$ cat src/rtl/grad_quant_ctx_if.sv
// Stream bundle for the gradient quantiser: gradient triplet in,
// folded quantised triplet with context index out.
interface grad_quant_ctx_if #(
    parameter int DW = 8
);
    logic              in_valid;
    logic              in_ready;
    logic signed [DW:0] d1;
    logic signed [DW:0] d2;
    logic signed [DW:0] d3;
    logic              out_valid;
    logic              out_ready;
    logic signed [3:0] q1;
    logic signed [3:0] q2;
    logic signed [3:0] q3;
    logic [8:0]        ctx;
    logic              sgn;

    modport master (
        output in_valid, d1, d2, d3, out_ready,
        input  in_ready, out_valid, q1, q2, q3, ctx, sgn
    );

    modport slave (
        input  in_valid, d1, d2, d3, out_ready,
        output in_ready, out_valid, q1, q2, q3, ctx, sgn
    );
endinterface

$ cat src/rtl/grad_quant_ctx.sv
// LOCO-I gradient quantiser with programmable thresholds and NEAR,
// sign folding and merged context index; 2-stage valid/ready pipeline.
module grad_quant_ctx #(
    parameter int DW     = 8,
    parameter int T1_DEF = 3,
    parameter int T2_DEF = 7,
    parameter int T3_DEF = 21
) (
    input  logic          clk,
    input  logic          reset,
    input  logic          clr,
    grad_quant_ctx_if.slave bus,
    input  logic          cfg_we,
    input  logic [DW-1:0] cfg_t1,
    input  logic [DW-1:0] cfg_t2,
    input  logic [DW-1:0] cfg_t3,
    input  logic [DW-1:0] cfg_near,
    output logic          cfg_err
);

    logic [DW-1:0] t1, t2, t3, near;
    logic          cfg_ok;

    logic              s1_valid, s2_valid;
    logic              s1_load, s2_load;
    logic signed [3:0] s1_q1, s1_q2, s1_q3;
    logic signed [3:0] f1, f2, f3;
    logic              neg;
    logic signed [10:0] ctx_w;

    // T3 <= 2^DW-1 holds by construction of the DW-bit register
    assign cfg_ok = (cfg_near < cfg_t1) && (cfg_t1 <= cfg_t2) &&
                    (cfg_t2 <= cfg_t3);

    always_ff @(posedge clk or negedge reset) begin
        if (!reset) begin
            t1      <= DW'(T1_DEF);
            t2      <= DW'(T2_DEF);
            t3      <= DW'(T3_DEF);
            near    <= '0;
            cfg_err <= 1'b0;
        end else if (cfg_we) begin
            if (cfg_ok) begin
                t1      <= cfg_t1;
                t2      <= cfg_t2;
                t3      <= cfg_t3;
                near    <= cfg_near;
                cfg_err <= 1'b0;
            end else begin
                cfg_err <= 1'b1;
            end
        end
    end

    function automatic logic signed [3:0] quant(input logic signed [DW:0] d);
        logic signed [DW+1:0] x, p1, p2, p3, pn;
        x  = {d[DW], d};
        p1 = {2'b00, t1};
        p2 = {2'b00, t2};
        p3 = {2'b00, t3};
        pn = {2'b00, near};
        if (x <= -p3)      quant = -4'sd4;
        else if (x <= -p2) quant = -4'sd3;
        else if (x <= -p1) quant = -4'sd2;
        else if (x < -pn)  quant = -4'sd1;
        else if (x <= pn)  quant = 4'sd0;
        else if (x < p1)   quant = 4'sd1;
        else if (x < p2)   quant = 4'sd2;
        else if (x < p3)   quant = 4'sd3;
        else               quant = 4'sd4;
    endfunction

    assign s2_load       = !s2_valid || bus.out_ready;
    assign s1_load       = !s1_valid || s2_load;
    assign bus.in_ready  = s1_load;
    assign bus.out_valid = s2_valid;

    always_ff @(posedge clk or negedge reset) begin
        if (!reset) begin
            s1_valid <= 1'b0;
            s2_valid <= 1'b0;
        end else if (clr) begin
            s1_valid <= 1'b0;
            s2_valid <= 1'b0;
        end else begin
            if (s1_load) s1_valid <= bus.in_valid;
            if (s2_load) s2_valid <= s1_valid;
        end
    end

    always_ff @(posedge clk or negedge reset) begin
        if (!reset) begin
            s1_q1 <= '0;
            s1_q2 <= '0;
            s1_q3 <= '0;
        end else if (s1_load && bus.in_valid) begin
            s1_q1 <= quant(bus.d1);
            s1_q2 <= quant(bus.d2);
            s1_q3 <= quant(bus.d3);
        end
    end

    // negate when the first nonzero element is negative
    always_comb begin
        neg = (s1_q1 < 0) ||
              (s1_q1 == 0 && ((s1_q2 < 0) || (s1_q2 == 0 && s1_q3 < 0)));
        f1  = neg ? -s1_q1 : s1_q1;
        f2  = neg ? -s1_q2 : s1_q2;
        f3  = neg ? -s1_q3 : s1_q3;
        ctx_w = 11'sd81 * 11'(f1) + 11'sd9 * 11'(f2) + 11'(f3);
    end

    always_ff @(posedge clk or negedge reset) begin
        if (!reset) begin
            bus.q1  <= '0;
            bus.q2  <= '0;
            bus.q3  <= '0;
            bus.ctx <= '0;
            bus.sgn <= 1'b0;
        end else if (s2_load && s1_valid) begin
            bus.q1  <= f1;
            bus.q2  <= f2;
            bus.q3  <= f3;
            bus.ctx <= ctx_w[8:0];
            bus.sgn <= neg;
        end
    end

endmodule

$ cat src/flat_wrapper.sv
// flat-port wrapper written by rule: the top's interface ports become plain ports
module grad_quant_ctx_flat 
#(
    parameter int DW     = 8,
    parameter int T1_DEF = 3,
    parameter int T2_DEF = 7,
    parameter int T3_DEF = 21
)
  (clk, reset, clr, cfg_we, cfg_t1, cfg_t2, cfg_t3, cfg_near, cfg_err, bus_in_valid, bus_d1, bus_d2, bus_d3, bus_out_ready, bus_in_ready, bus_out_valid, bus_q1, bus_q2, bus_q3, bus_ctx, bus_sgn);
  grad_quant_ctx_if #(.DW(DW)) bus_i ();
  input  logic clk;
  input  logic reset;
  input  logic clr;
  input  logic cfg_we;
  input  logic [DW-1:0] cfg_t1;
  input  logic [DW-1:0] cfg_t2;
  input  logic [DW-1:0] cfg_t3;
  input  logic [DW-1:0] cfg_near;
  output logic cfg_err;
  input wire logic [$bits(bus_i.in_valid)-1:0] bus_in_valid;
  input wire logic [$bits(bus_i.d1)-1:0] bus_d1;
  input wire logic [$bits(bus_i.d2)-1:0] bus_d2;
  input wire logic [$bits(bus_i.d3)-1:0] bus_d3;
  input wire logic [$bits(bus_i.out_ready)-1:0] bus_out_ready;
  output wire logic [$bits(bus_i.in_ready)-1:0] bus_in_ready;
  output wire logic [$bits(bus_i.out_valid)-1:0] bus_out_valid;
  output wire logic [$bits(bus_i.q1)-1:0] bus_q1;
  output wire logic [$bits(bus_i.q2)-1:0] bus_q2;
  output wire logic [$bits(bus_i.q3)-1:0] bus_q3;
  output wire logic [$bits(bus_i.ctx)-1:0] bus_ctx;
  output wire logic [$bits(bus_i.sgn)-1:0] bus_sgn;
  assign bus_i.in_valid = bus_in_valid;
  assign bus_i.d1 = bus_d1;
  assign bus_i.d2 = bus_d2;
  assign bus_i.d3 = bus_d3;
  assign bus_i.out_ready = bus_out_ready;
  assign bus_in_ready = bus_i.in_ready;
  assign bus_out_valid = bus_i.out_valid;
  assign bus_q1 = bus_i.q1;
  assign bus_q2 = bus_i.q2;
  assign bus_q3 = bus_i.q3;
  assign bus_ctx = bus_i.ctx;
  assign bus_sgn = bus_i.sgn;
  grad_quant_ctx #(.DW(DW), .T1_DEF(T1_DEF), .T2_DEF(T2_DEF), .T3_DEF(T3_DEF)) u_core (.clk(clk), .reset(reset), .clr(clr), .bus(bus_i), .cfg_we(cfg_we), .cfg_t1(cfg_t1), .cfg_t2(cfg_t2), .cfg_t3(cfg_t3), .cfg_near(cfg_near), .cfg_err(cfg_err));
endmodule
$ cat config.mk
export PLATFORM = sky130hd
export DESIGN_NAME = grad_quant_ctx_flat
export DESIGN_NICKNAME = d
export VERILOG_FILES = /design/src/rtl/grad_quant_ctx_if.sv /design/src/rtl/grad_quant_ctx.sv /design/src/flat_wrapper.sv
export SDC_FILE = /design/constraint.sdc
export NUM_CORES = 1
export LEC_CHECK = 0
export CORE_AREA = 3 3 194 120
export CTS_BUF_LIST = sky130_fd_sc_hd__clkbuf_2
export CTS_CLUSTER_DIAMETER = 80
export DETAILED_ROUTE_END_ITERATION = 8
export DIE_AREA = 0 0 197 123
export GPL_TIMING_DRIVEN = 1
export PLACE_DENSITY = 0.65
export SLEW_MARGIN = 5
export SYNTH_ARGS = -nofsm -noshare
export SYNTH_HDL_FRONTEND = slang
export SYNTH_SLANG_ARGS = --single-unit
$ cat constraint.sdc
create_clock -name clk -period 5.4 [get_ports clk]
set_clock_uncertainty 0.15 [all_clocks]
set_input_delay 1.08 -clock clk [delete_from_list [all_inputs] [get_ports clk]]
set_output_delay 1.08 -clock clk [all_outputs]
set_load 0.01 [all_outputs]
==> reports/results.txt <==
sequential power share -> 12.6%
root buf cell -> clkbuf_2
CP peak stage delay -> 0.67 ns
Clock Tree Buf Depth -> 2
worst-path cell chain -> inv_1, ha_2, and3b_1, o21ai_2, nor2b_4, buf_6, buf_4, nor2_1, xor2_2, ha_1, fa_1, fa_1, inv_1, fa_1, ha_1, ha_1, or4b_2, nand3_1
max cap viols -> 0
Synth Area in Compound Gates -> 16.3%
DR pass1 iterations -> 7
number of synthesized flops with an enable pin -> 0
Layout Nets -> 1553
PortBufs -> 89
Tmin final -> 5.22 ns
Die X -> 197 um
initial antenna violation count -> 1
Pins Over Slew Limit -> 0
largest family of logic cells by synthesized area -> adder cells
area delta synth->final -> 17.9%
Post-synth ARST share -> 100%
Die Ht -> 123 um
ratio of cells with drive above 1 in the final layout -> 8.53%
fill cell count -> 2073
Adder-Cell Fraction of Synth Area -> 37.8%
TritonCTS clock tree -> built
Worst Setup End Kind -> flip-flop
sw power -> 3560 uW
final worst slack -> 0.184 ns
Leak -> 0.00572 uW
Die ar. -> 24200 um^2
GPL Wtd Cong -> 1.02
Hold-fix buffers, CTS -> 0
final hold vios -> 0
combinational group share of total power -> 81.6%
Synth Flop Type -> dfrtp_1
crit path max fanout -> 6
DR WL/cell -> 20.8 um
post-synth top area cell -> ha_1
vias in the first global route -> 8374
Synth top area share -> 35.1%
Worst path depth -> 18
DP Area -> 11200 um^2
syn_area_per_cell -> 9.02 um^2
Hold Path Stages -> 2
IO Pins -> 90
CP max stage cell -> or4b_2
most common cell after layout, fill and taps aside -> ha_1
total CTS buffers -> 9
Worst Setup Start Kind -> flip-flop
Tot GR Track Use -> 25.7%
Synth Area in XOR/XNOR -> 3.97%
Clock Power Share -> 5.7%
Worst R2R Path Depth -> 18
most frequent cells in the layout -> ha_1 (268), inv_1 (127), clkdlybuf4s50_1 (88), dfrtp_1 (61), a21oi_1 (55)
Core Region -> 21800 um^2
Simple-Gate Fraction of Synth Area -> 13.6%
CTS clk-pin slew, worst paths -> 0.25 ns
H-Tree Level Count -> 3
DR iter-0 viols -> 523
register bit total from synthesis -> 69
Yosys warning count -> 0
routed via count -> 8703
Seq/Total Area, Yosys -> 17.9%
Worst EP arrival -> 5.66 ns
Int Pwr -> 3630 uW
synth unique cells -> 67
largest net degree at the start of global routing -> 70
outcome -> finished, final reports clean
Pwr per Cell Area -> 629 nW/um^2
Final Setup Violations -> 0
WS Path Type -> reg2reg
post-detail-place hpwl -> 25700 um
crit share post-route -> 96.6%
peak supply drop -> 0.560 mV
first-pass GRT wire length -> 47200 um
Worst-Margin Slew -> 1.07 ns
post-route ant nets -> 0
Area contributors post-synth -> ha_1 (35%), dfrtp_1 (16%), inv_1 (5.0%)
final WL -> 31000 um
Sw Ratio -> 49.5%
GRT overflow -> 0
Mapped Cells -> 1075
Final Cell Area -> 11400 um^2
buffers and inverters on the worst path -> 4
Slew Limit Headroom -> 28.5%
Syn Nets -> 1425
Post-Syn Area -> 9700 um^2
fmax -> 0.192 GHz
fin util -> 52.5%
Hold Path Class -> reg2reg
DP Worst Slack -> 0.0255 ns
Initial Utilization -> 44.6%
final std cells w/o fill -> 1495
Placed Cells -> 1475
Worst Path Required -> 5.84 ns
Crit path max-delay family -> adder cells
DR DRC count -> 0
clk_lat worst skew -> 0.63 ns
row cnt -> 42
DR vias/cell -> 5.82
post-synthesis mux area share -> 4.88%
CTS sink cnt -> 69
power by group through the flow:
stage | Sequential (uW) | Combinational [uW] | Clock [uW]
after floorplan | 908 | 3900 | 0
after global placement | 914 | 5430 | 0
after global routing | 940 | 6610 | 439
after CTS | 905 | 5610 | 423
after detailed placement | 916 | 5540 | 0
final | 909 | 5870 | 412
per-stage QoR:
| stage | setup TNS [ns] | hold slack, ns | total power, uW |
|---|---|---|---|
| 5_1_grt | -0.0189 | 0.383 | 7990 |
| 6_report | 0 | 0.357 | 7190 |
| 2_1_floorplan | 0 | 0.331 | 4810 |
| 3_5_place_dp | 0 | 0.319 | 6450 |
| 4_1_cts | 0 | 0.361 | 6930 |
| 3_3_place_gp | 0 | 0.315 | 6340 |
what timing repair did:
action	4_1_cts	5_1_grt
buffers inserted	0	3
pin swaps	1	6
endpoints found under the setup margin	1	4
gates resized for setup	1	18
hold endpoints to repair	0	0
layer usage:
| metal | wire (um) | share of wire (%) | global-route usage [%] |
|---|---|---|---|
| met5 | 0 | 0 | 0 |
| met4 | 476 | 1.5 | 5.43 |
| met2 | 11500 | 37 | 34.4 |
| met1 | 15800 | 51 | 39.9 |
| met3 | 3290 | 11 | 7.41 |
cells in the mapped netlist, drive strengths merged, types with 8 or more instances:
cell	n
a21o	21
a21oi	55
a31oi	12
and3	9
dfrtp	61
dfstp	8
fa	13
ha	272
inv	130
mux2	16
mux2i	27
nand2	50
nand2b	14
nand3	14
nand4	29
nor2	53
nor2b	18
nor3	36
o211ai	13
o21a	21
o21ai	56
xnor2	34
xor2	10
final timing paths:
path,start,to,slack (ns)
setup / recovery,u_core.s1_q2[0],u_core.bus.ctx[7],0.18
hold / removal,u_core.bus.q2[1],u_core.bus.q2[1],0.36
setup reg to reg,u_core.s1_q2[0],u_core.bus.ctx[7],0.18
hold reg to reg,u_core.bus.q2[1],u_core.bus.q2[1],0.36
max in group asynchronous,reset,u_core.t3[1],4.04
min in group asynchronous,reset,u_core.bus.q3[2],0.40
cell families (layout without fill, tap and decap cells):
group / Yosys count / after routing
AO/OA/AOI/OAI: 240 / 240
XOR/XNOR: 44 / 44
other: 0 / 1
adder cells (fa/ha/maj): 285 / 285
AND/OR/NAND/NOR: 254 / 254
flip-flops: 69 / 69
multiplexers: 43 / 43
buffers and inverters: 140 / 273
tightest hold or removal path, stage by stage (launching register included):
cell and delay (ns):
dfrtp_1 0.38, nand2_1 0.05, o21ai_0 0.06
area by class of cell:
cell class | count | area [um^2] | area share [%]
sequential | 69 | 1740 | 15.2
tap | 286 | 358 | 3.13
clock inverter | 5 | 100 | 0.876
inverter | 130 | 488 | 4.27
clock buffer | 11 | 55.1 | 0.482
antenna | 1 | 2.50 | 0.0219
timing repair buffer | 127 | 1180 | 10.3
multi-input combinational | 866 | 7510 | 65.7
state kept, by name (all words and copies together) (netlist names):
signal,cells
u_core.bus.sgn,1
u_core.s1_q2,4
u_core.s1_valid,1
u_core.t2,8
u_core.t1,8
u_core.bus.q2,4
u_core.cfg_err,1
u_core.s1_q1,4
u_core.t3,8
u_core.bus.ctx,9
u_core.bus.q1,4
u_core.s1_q3,4
u_core.near,8
u_core.bus.out_valid,1
u_core.bus.q3,4
No activity file was read; power rests on OpenSTA's default activity.
